**config.mk**
```make
export PLATFORM = sky130hd
export DESIGN_NAME = pl_accessory_port_flat
export DESIGN_NICKNAME = d
export VERILOG_FILES = /design/src/rtl/pl_accessory_port_pkg.sv /design/src/rtl/pl_accessory_port_if.sv /design/src/rtl/pl_accessory_port_strobe.sv /design/src/rtl/pl_accessory_port.sv /design/src/flat_wrapper.sv
export SDC_FILE = /design/constraint.sdc
export NUM_CORES = 1
export LEC_CHECK = 0
export CAP_MARGIN = 20
export CORE_UTILIZATION = 49
export DETAILED_ROUTE_END_ITERATION = 8
export PLACE_DENSITY = 0.78
export SYNTH_ARGS = -nofsm -noshare
export SYNTH_HDL_FRONTEND = slang
export SYNTH_SLANG_ARGS = --single-unit
```
**constraint.sdc**
```tcl
create_clock -name CLOCK -period 2 [get_ports CLOCK]
set_clock_uncertainty 0.05 [all_clocks]
set_input_delay 0.4 -clock CLOCK [delete_from_list [all_inputs] [get_ports CLOCK]]
set_output_delay 0.4 -clock CLOCK [all_outputs]
set_load 0.05 [all_outputs]
```
**src/rtl/pl_accessory_port_pkg.sv**
```systemverilog
// Shared types and constants for the G-15 PL19/PL20 accessory endpoint.
package g15_accessory_pkg;

    // Bits per character on both the PL19 input and PL20 output paths.
    localparam int DEFAULT_CHAR_BITS = 5;

    // Input-side sequencer states.
    typedef enum logic [1:0] {
        IN_IDLE  = 2'd0,
        IN_ARMED = 2'd1,
        IN_SHIFT = 2'd2
    } in_state_t;

endpackage

```
**src/rtl/pl_accessory_port_if.sv**
```systemverilog
// Parallel device-side interface of the accessory endpoint.
//
// Handshake rule for both channels: a character moves on a rising clock edge
// exactly when valid and ready are both high in the cycle before that edge.
// The source holds data stable while valid is high and ready is low; valid
// does not wait on ready, and ready may depend combinationally on valid.
interface pl_accessory_port_if
    import g15_accessory_pkg::*;
#(
    parameter int CHAR_BITS = DEFAULT_CHAR_BITS
);
    // Device -> CPU (PL19 input path)
    logic [CHAR_BITS-1:0] dev_in_data;
    logic                 dev_in_valid;
    logic                 dev_in_ready;

    // CPU -> device (PL20 output path)
    logic [CHAR_BITS-1:0] dev_out_data;
    logic                 dev_out_valid;
    logic                 dev_out_ready;

    // The attached device (tape, card reader, host bridge).
    modport master (
        output dev_in_data,
        output dev_in_valid,
        input  dev_in_ready,
        input  dev_out_data,
        input  dev_out_valid,
        output dev_out_ready
    );

    // The accessory port block itself.
    modport slave (
        input  dev_in_data,
        input  dev_in_valid,
        output dev_in_ready,
        output dev_out_data,
        output dev_out_valid,
        input  dev_out_ready
    );

endinterface

```
**src/rtl/pl_accessory_port_strobe.sv**
```systemverilog
// Rising-edge detector for one CPU strobe. The previous-value register
// resets to 1 so a strobe already high at reset release is not mistaken for
// a fresh edge; it must drop and rise again before it fires.
module pl_strobe_edge (
    input  logic clk,
    input  logic rst,
    input  logic sig,
    output logic pulse
);

    logic prev;

    // Track the strobe level from the previous cycle.
    always_ff @(posedge clk or posedge rst) begin
        if (rst) begin
            prev <= 1'b1;
        end else begin
            prev <= sig;
        end
    end

    assign pulse = sig & ~prev;

endmodule

```
**src/rtl/pl_accessory_port.sv**
```systemverilog
// Accessory-side endpoint of the G-15 PL19/PL20 connectors. The input side
// serialises device characters onto PL19_INPUT under CPU shift strobes; the
// output side assembles PL20_OUTPUT bits into characters for the device.
// The two directions are independent.
module pl_accessory_port
    import g15_accessory_pkg::*;
#(
    parameter int CHAR_BITS = DEFAULT_CHAR_BITS,
    parameter int CNT_W     = $clog2(CHAR_BITS + 1)
) (
    input  logic               CLOCK,
    input  logic               rst,

    // PL19: CPU input path
    input  logic               PL19_START_INPUT,
    input  logic               PL19_STOP_INPUT,
    input  logic               PL19_SHIFT_CMD,
    input  logic               PL19_SHIFT_CMD_M20,
    input  logic               PL19_WRITE_PULSE,
    output logic               PL19_INPUT,
    output logic               PL19_READY_IN,

    // PL20: CPU output path
    input  logic               PL20_OUTPUT,
    input  logic               PL20_OUTPUT_SHIFT,
    output logic               PL20_READY_OUT,

    // Parallel device side
    pl_accessory_port_if.slave dev,

    // Sticky status
    input  logic               status_clear,
    output logic               in_abort,
    output logic               out_overrun,

    // Input sequencer state, for observation
    output in_state_t          in_state_dbg
);

    localparam logic [CNT_W-1:0] LAST_CNT = CNT_W'(CHAR_BITS - 1);

    // The write pulse carries no meaning for this endpoint.
    logic unused_write_pulse;
    assign unused_write_pulse = PL19_WRITE_PULSE;

    // ------------------------------------------------------------------
    // Strobe conditioning
    // ------------------------------------------------------------------
    logic start_p;
    logic stop_p;
    logic shift_p;
    logic oshift_p;
    logic shift_raw;

    // Either shift source advances the input character.
    assign shift_raw = PL19_SHIFT_CMD | PL19_SHIFT_CMD_M20;

    pl_strobe_edge u_start_edge (
        .clk   (CLOCK),
        .rst   (rst),
        .sig   (PL19_START_INPUT),
        .pulse (start_p)
    );

    pl_strobe_edge u_stop_edge (
        .clk   (CLOCK),
        .rst   (rst),
        .sig   (PL19_STOP_INPUT),
        .pulse (stop_p)
    );

    pl_strobe_edge u_shift_edge (
        .clk   (CLOCK),
        .rst   (rst),
        .sig   (shift_raw),
        .pulse (shift_p)
    );

    pl_strobe_edge u_oshift_edge (
        .clk   (CLOCK),
        .rst   (rst),
        .sig   (PL20_OUTPUT_SHIFT),
        .pulse (oshift_p)
    );

    // ------------------------------------------------------------------
    // Input side
    // ------------------------------------------------------------------
    in_state_t            in_state;
    in_state_t            in_state_nxt;
    logic [CHAR_BITS-1:0] shreg;
    logic [CNT_W-1:0]     cnt;
    logic                 in_ready;
    logic                 in_load;

    // Input sequencer state register.
    always_ff @(posedge CLOCK or posedge rst) begin
        if (rst) begin
            in_state <= IN_IDLE;
        end else begin
            in_state <= in_state_nxt;
        end
    end

    // Input sequencer next state and PL19/device outputs.
    always_comb begin
        in_state_nxt  = in_state;
        in_ready      = 1'b0;
        PL19_READY_IN = 1'b0;
        PL19_INPUT    = 1'b0;
        case (in_state)
            IN_IDLE: begin
                if (start_p) begin
                    in_state_nxt = IN_ARMED;
                end
            end
            IN_ARMED: begin
                // Refuse the character in a STOP cycle so a handshaken
                // character is never silently discarded.
                in_ready = ~stop_p;
                if (dev.dev_in_valid && !stop_p) begin
                    in_state_nxt = IN_SHIFT;
                end
            end
            IN_SHIFT: begin
                PL19_READY_IN = 1'b1;
                PL19_INPUT    = shreg[0];
                if (shift_p && (cnt == LAST_CNT)) begin
                    in_state_nxt = IN_ARMED;
                end
            end
            default: begin
                in_state_nxt = IN_IDLE;
            end
        endcase
        // STOP overrides everything, including a simultaneous START.
        if (stop_p) begin
            in_state_nxt = IN_IDLE;
        end
    end

    assign in_load          = dev.dev_in_valid & in_ready;
    assign dev.dev_in_ready = in_ready;
    assign in_state_dbg     = in_state;

    // Input character shifter and bit counter.
    always_ff @(posedge CLOCK or posedge rst) begin
        if (rst) begin
            shreg <= '0;
            cnt   <= '0;
        end else if (stop_p) begin
            shreg <= '0;
            cnt   <= '0;
        end else if (in_load) begin
            shreg <= dev.dev_in_data;
            cnt   <= '0;
        end else if ((in_state == IN_SHIFT) && shift_p) begin
            shreg <= shreg >> 1;
            cnt   <= cnt + CNT_W'(1);
        end
    end

    // Sticky abort flag: STOP after at least one bit has left the shifter.
    always_ff @(posedge CLOCK or posedge rst) begin
        if (rst) begin
            in_abort <= 1'b0;
        end else if (stop_p && (in_state == IN_SHIFT) && (cnt != '0)) begin
            in_abort <= 1'b1;
        end else if (status_clear) begin
            in_abort <= 1'b0;
        end
    end

    // ------------------------------------------------------------------
    // Output side
    // ------------------------------------------------------------------
    logic [CHAR_BITS-1:0] oshreg;
    logic [CHAR_BITS-1:0] oshreg_nxt;
    logic [CNT_W-1:0]     ocnt;
    logic [CHAR_BITS-1:0] hold;
    logic                 hold_valid;
    logic                 ochar_done;
    logic                 out_load;

    // New bits enter at the top so the first bit received ends up in bit 0.
    assign oshreg_nxt = {PL20_OUTPUT, oshreg[CHAR_BITS-1:1]};
    assign ochar_done = oshift_p && (ocnt == LAST_CNT);
    // The holding register may take a new character if it is empty or the
    // device is draining it in this same cycle.
    assign out_load   = ochar_done && (!hold_valid || dev.dev_out_ready);

    // Output bit assembler.
    always_ff @(posedge CLOCK or posedge rst) begin
        if (rst) begin
            oshreg <= '0;
            ocnt   <= '0;
        end else if (oshift_p) begin
            oshreg <= oshreg_nxt;
            ocnt   <= ochar_done ? '0 : (ocnt + CNT_W'(1));
        end
    end

    // One-entry holding register toward the device; a load beats a drain.
    always_ff @(posedge CLOCK or posedge rst) begin
        if (rst) begin
            hold       <= '0;
            hold_valid <= 1'b0;
        end else if (out_load) begin
            hold       <= oshreg_nxt;
            hold_valid <= 1'b1;
        end else if (dev.dev_out_ready) begin
            hold_valid <= 1'b0;
        end
    end

    // Sticky overrun flag: a finished character found the holder occupied.
    always_ff @(posedge CLOCK or posedge rst) begin
        if (rst) begin
            out_overrun <= 1'b0;
        end else if (ochar_done && !out_load) begin
            out_overrun <= 1'b1;
        end else if (status_clear) begin
            out_overrun <= 1'b0;
        end
    end

    assign dev.dev_out_data  = hold;
    assign dev.dev_out_valid = hold_valid;
    assign PL20_READY_OUT    = ~hold_valid;

endmodule

```
**src/flat_wrapper.sv**
```systemverilog
// flat-port wrapper written by rule: the top's interface ports become plain ports
module pl_accessory_port_flat import g15_accessory_pkg::*;
#(
    parameter int CHAR_BITS = DEFAULT_CHAR_BITS,
    parameter int CNT_W     = $clog2(CHAR_BITS + 1)
)
  (CLOCK, rst, PL19_START_INPUT, PL19_STOP_INPUT, PL19_SHIFT_CMD, PL19_SHIFT_CMD_M20, PL19_WRITE_PULSE, PL19_INPUT, PL19_READY_IN, PL20_OUTPUT, PL20_OUTPUT_SHIFT, PL20_READY_OUT, status_clear, in_abort, out_overrun, in_state_dbg, dev_dev_in_data, dev_dev_in_valid, dev_dev_in_ready, dev_dev_out_data, dev_dev_out_valid, dev_dev_out_ready);
  pl_accessory_port_if #(.CHAR_BITS(CHAR_BITS)) dev_i ();
  input  logic CLOCK;
  input  logic rst;
  input  logic PL19_START_INPUT;
  input  logic PL19_STOP_INPUT;
  input  logic PL19_SHIFT_CMD;
  input  logic PL19_SHIFT_CMD_M20;
  input  logic PL19_WRITE_PULSE;
  output logic PL19_INPUT;
  output logic PL19_READY_IN;
  input  logic PL20_OUTPUT;
  input  logic PL20_OUTPUT_SHIFT;
  output logic PL20_READY_OUT;
  input  logic status_clear;
  output logic in_abort;
  output logic out_overrun;
  output in_state_t in_state_dbg;
  input wire logic [$bits(dev_i.dev_in_data)-1:0] dev_dev_in_data;
  input wire logic [$bits(dev_i.dev_in_valid)-1:0] dev_dev_in_valid;
  output wire logic [$bits(dev_i.dev_in_ready)-1:0] dev_dev_in_ready;
  output wire logic [$bits(dev_i.dev_out_data)-1:0] dev_dev_out_data;
  output wire logic [$bits(dev_i.dev_out_valid)-1:0] dev_dev_out_valid;
  input wire logic [$bits(dev_i.dev_out_ready)-1:0] dev_dev_out_ready;
  assign dev_i.dev_in_data = dev_dev_in_data;
  assign dev_i.dev_in_valid = dev_dev_in_valid;
  assign dev_dev_in_ready = dev_i.dev_in_ready;
  assign dev_dev_out_data = dev_i.dev_out_data;
  assign dev_dev_out_valid = dev_i.dev_out_valid;
  assign dev_i.dev_out_ready = dev_dev_out_ready;
  pl_accessory_port #(.CHAR_BITS(CHAR_BITS), .CNT_W(CNT_W)) u_core (.CLOCK(CLOCK), .rst(rst), .PL19_START_INPUT(PL19_START_INPUT), .PL19_STOP_INPUT(PL19_STOP_INPUT), .PL19_SHIFT_CMD(PL19_SHIFT_CMD), .PL19_SHIFT_CMD_M20(PL19_SHIFT_CMD_M20), .PL19_WRITE_PULSE(PL19_WRITE_PULSE), .PL19_INPUT(PL19_INPUT), .PL19_READY_IN(PL19_READY_IN), .PL20_OUTPUT(PL20_OUTPUT), .PL20_OUTPUT_SHIFT(PL20_OUTPUT_SHIFT), .PL20_READY_OUT(PL20_READY_OUT), .dev(dev_i), .status_clear(status_clear), .in_abort(in_abort), .out_overrun(out_overrun), .in_state_dbg(in_state_dbg));
endmodule
```
* Yosys cells after proc, flatten, opt, wreduce, memory -nomap -nowiden *
Cells that the tools add are included.

storage, ports and cells
  output and inout bits = 14
  input bits = 17
  register bits = 30
  logic and storage cells = 73

cells by class
  bitwise logic cells = 12
  reductions and logical operators = 19
  add/sub/neg operators = 2
  multiplexer cells = 20
  equal/unequal tests = 7

operators with widths
  operator                                             count
  two-way mux 5 bit                                    3
  two-way mux 3 bit                                    4
  != test 3 x 1 -> 1 bit, second input constant        3
  logical AND 1 bit                                    8
  two-way mux 1 bit                                    8
  two-way mux 2 bit                                    4
  adder 3 x 1 -> 3 bit, second input constant          2
  equality test 3 bit, second input constant           2
  inverter 1 bit                                       6
  one-hot mux 2 bit (3 select lines)                   1
  nonzero test 2 bit                                   3
  nonzero test 3 bit                                   2
  bitwise AND 1 bit                                    5
  zero test 1 bit                                      3
  AND reduction 3 bit                                  1
  equality test 2 x 1 -> 1 bit, second input constant  1
  equality test 2 bit, second input constant           1
  zero test 2 bit                                      1
  logical OR 1 bit                                     1
  OR 1 bit                                             1

* Depth between registers and ports, before layout *
  depth in word-level cells = 7
  mapped depth = 5
  depth with buffers taken out = 5

* Modules after synthesis *
Synthesis repeated with hierarchy kept, for this count alone.

second synthesis, totals
  cells, all modules = 111
  area, all modules = 1372.6 sq um

by module, submodules not included
  module             seq. area each (sq um)  instances  cells each  area an instance (sq um)
  pl_accessory_port  625.6                   1          99          1197.4
  pl_strobe_edge     26.3                    4          3           43.8

* Worst setup path after synthesis *
No wires, ideal clock.

  kind = flip-flop to output port
  from = register u_core.in_state[0], in the netlist u_core.in_state_dbg[0]
  to = output PL19_INPUT
  arrival time = 1604 ps
  buffers on the path = 1
  path slack = -54 ps
  data required time = 1550 ps
  cell stages (with the launch flop) = 5
  path through = dfrtp_1 nand2b_2 clkinv_2 buf_6 and2_1

on the way
  cells in the longest elaborated chain, start to end = 2

RTL lines
  item                      RTL line                  text
  start: declaration        pl_accessory_port.sv:89   in_state_t in_state;
  start signal: assignment  pl_accessory_port.sv:101  in_state <= in_state_nxt;
  equality test 2 bit       pl_accessory_port.sv:111  case (in_state)
  two-way mux 1 bit         pl_accessory_port.sv:111
  end: declaration          flat_wrapper.sv:16        output logic PL19_INPUT;

Every way passes these cells.

* Final worst setup path *
  from = register u_core.hold[2], in the netlist u_core.dev.dev_out_data[2]
  to = output dev_dev_out_data[2]

RTL lines
  item                      RTL line                  text
  start: declaration        pl_accessory_port.sv:180  logic [CHAR_BITS-1:0] hold;
  start signal: assignment  pl_accessory_port.sv:209  hold <= oshreg_nxt;
  end: declaration          flat_wrapper.sv:28        output wire logic [$bits(dev_i.dev_out_data)-1:0] dev_dev_out_data;

No word-level cell between the ends.

==> results.json <==
{
  "max_freq_mhz": 514,
  "global_route.usage.met2": 0.339,
  "dpl.cell_count": 189,
  "cts_made_buffers": 5,
  "nNetsFinal": 188,
  "max_cap_violations": 0,
  "reg2reg_slack_ns": 0.32,
  "ctsRootBufferMaster": "clkbuf_4",
  "die_w_um": 55.2,
  "synth_top_cell_by_area": "dfrtp_1",
  "critPathRequiredTime_ns": 1.55,
  "synth_warnings": 0,
  "final_cell_count_no_fill": 198,
  "syn_area_per_cell_um2": 10.7,
  "grtUsageMet1": 0.243,
  "ratio_of_cells_with_drive_above_1_in_the_final_layout": 0.208,
  "cp_cell_sequence": "clkdlybuf4s50_1",
  "layout_worst_path_cycle_share": 0.973,
  "count_of_inserted_antenna_diode_cells": 0,
  "synth_cell_type_count": 35,
  "cts.path.max_buffers": 2,
  "timing.critical_path.slowest_stage_cell": "clkdlybuf4s50_1",
  "drcViolationCount": 0,
  "timing.max_slew.rel_slack": 0.666,
  "power.ir.vdd_worst_mv": 0.822,
  "filler_cell_count": 189,
  "detail_route.vias_per_cell": 5.54,
  "route.vias.total": 1097,
  "ys_ff_latch": 29,
  "timing.critical_path.buf_inv": 1,
  "grt_antenna_before_repair": 0,
  "via_count_of_the_first_global_routing_pass": 1091,
  "power_density_nw_per_um2": 1040,
  "crit_path_max_fanout": 2,
  "critPathTopFamily": "buffers and inverters",
  "dp_hpwl_um": 2020,
  "most-common-layout-cells": "dfrtp_1, clkdlybuf4s50_1, nand2_1",
  "p_total_w": 0.00191,
  "timing.critical_path.depth": 1,
  "hold_path.class": "input port to async pin",
  "post_synthesis_instance_area_um2": 1390,
  "placeable_area_um2": 2570,
  "number_of_buffers_added_to_fix_hold_violations_after_cts": 0,
  "share_of_synthesized_area_occupied_by_flip_flops_and_latches": 0.526,
  "grt_start_max_net_pins": 24,
  "ioPinCount": 31,
  "routed_wl_um": 2910,
  "grt_first_pass_wirelength_um": 4830,
  "floorplan.rows": 18,
  "total_leakage_power_nw": 0.862,
  "cp.arrival_ns": 1.50,
  "final_design_area_no_fill_um2": 1830,
  "critical_path.max_stage_delay_ns": 0.81,
  "die-height_um": 55.2,
  "floorplan.die_area_um2": 3050,
  "syn-instance-count": 130,
  "drt_pre_antenna_iters": 4,
  "global_routing_s_busiest_layer": "met2",
  "gr_util_met3": 0.0515,
  "report.final.slew_viol_count": 0,
  "multi_input_comb_area_um2": 593,
  "total_grt_overflow": 0,
  "placedInstanceArea_um2": 1760,
  "synth_edf_count": 0,
  "clk_pin_slew_worst_paths_ns": 0.09,
  "port_buffers": 29,
  "synth_top_area_share": 0.450,
  "crit_path_start_kind": "register",
  "layout_commonest_cell": "dfrtp_1",
  "synthFlopType": "dfrtp_1",
  "asyncSetResetFlopFracSynth": 1.00,
  "period_minus_slack_ns": 1.95,
  "tritoncts_num_sinks": 29,
  "flow.area_growth_from_synthesis_pct": 31.8,
  "area.sequential_um2": 732,
  "place_congestion": 0.801,
  "start_util": 0.541,
  "final_hold_viol_count": 0,
  "synth_nets": 151,
  "status": "complete, no violations",
  "synth_area_leaders": "dfrtp_1, dfstp_2, nand2_1, mux2_2, ha_1",
  "clk-insertion-delay-late_ns": 0.33,
  "number_of_antenna_violating_nets_in_the_routed_design": 0,
  "timing_worst_setup_path_type": "register to output pin",
  "cts-htree-levels": 2,
  "r2r_cells": 5,
  "route.detailed.wl_per_inst_um": 14.7,
  "gr-usage-all-layers": 0.207,
  "tritoncts": "done",
  "endpoint_kind": "output pin",
  "number_of_violations_reported_at_the_end_of_detailed_routing_iteration_0": 37,
  "worstMarginPinSlew_ns": 0.500,
  "finalSetupViolCount": 0,
  "fin_worst_hold_slack_ns": 0.278
}
==> final cells by class <==
type,count,area share
inverter,11,0.0253
timing repair buffer,35,0.204
multi-input combinational,85,0.324
clock buffer,8,0.0267
sequential,29,0.400
tap,30,0.0205
==> logic make-up (layout without fill, tap and decap cells) <==
group | Yosys count | in the layout | synth area share
adder cells (fa/ha/maj) | 4 | 4 | 0.0360
buffers and inverters | 16 | 54 | 0.0514
AND/OR/NAND/NOR | 47 | 47 | 0.191
AO/OA/AOI/OAI | 29 | 29 | 0.155
flip-flops | 29 | 29 | 0.526
multiplexers | 5 | 5 | 0.0405
==> path summary, 6_finish.rpt <==
| check | startpoint | to |
|---|---|---|
| max reg2reg | u_core.ocnt[0] | u_core.dev.dev_out_data[4] |
| max in group asynchronous | rst | u_core.u_oshift_edge.prev |
| min | rst | u_core.shreg[2] |
| max | u_core.dev.dev_out_data[2] | dev_dev_out_data[2] |
| min reg2reg | u_core.oshreg[1] | u_core.oshreg[1] |
| min in group CLOCK | PL19_START_INPUT | u_core.u_start_edge.prev |
==> power by group <==
| part | switching (W) | leakage, nW | internal, W |
|---|---|---|---|
| combinational | 0.000451 | 0.464 | 0.000320 |
| clock | 0.000195 | 0.0265 | 0.000140 |
| sequential | 0.0000892 | 0.372 | 0.000715 |
==> cell usage after synthesis, drive strengths merged, types with 2 or more instances <==
cell and number:
dfrtp 25, nand2 17, inv 10, o21ai 9, a21boi 6, and3 5, mux2 5, nand4b 5
o311a 5, dfstp 4, ha 4, nand2b 4, nand3 4, a21oi 3, buf 3, nor2b 3
and2 2, clkbuf 2, nor2 2, o22ai 2
==> metal layers <==
layer,up-vias,routed length [um]
met5,-,0
met4,0,40
met3,6,158
met2,34,1450
met1,527,1270
li1,530,-
==> flip-flops by register name, indices dropped and copies added (netlist names) <==
signal,cells
u_core.in_abort,1
u_core.shreg,5
u_core.oshreg,4
u_core.u_oshift_edge.prev,1
u_core.cnt,3
u_core.in_state_dbg,2
u_core.u_start_edge.prev,1
u_core.dev.dev_out_valid,1
u_core.u_shift_edge.prev,1
u_core.ocnt,3
u_core.dev.dev_out_data,5
u_core.u_stop_edge.prev,1
u_core.out_overrun,1
==> stage by stage <==
step	TNS, ns	worst slack (ns)	util
2_1_floorplan	0	0.0719	-
6_report	0	0.0542	0.713
4_1_cts	0	0.0147	0.707
3_3_place_gp	0	0.0950	0.686
5_1_grt	-0.0177	-0.0177	0.713
3_5_place_dp	0	0.0564	0.686
==> repair_timing <==
| action | CTS | global route |
|---|---|---|
| setup buffers | 0 | 1 |
| endpoints found under the setup margin | 1 | 2 |
| resized for setup | 1 | 3 |
| endpoints found under the hold margin | 0 | 0 |
No activity file was read; power rests on OpenSTA's default activity.
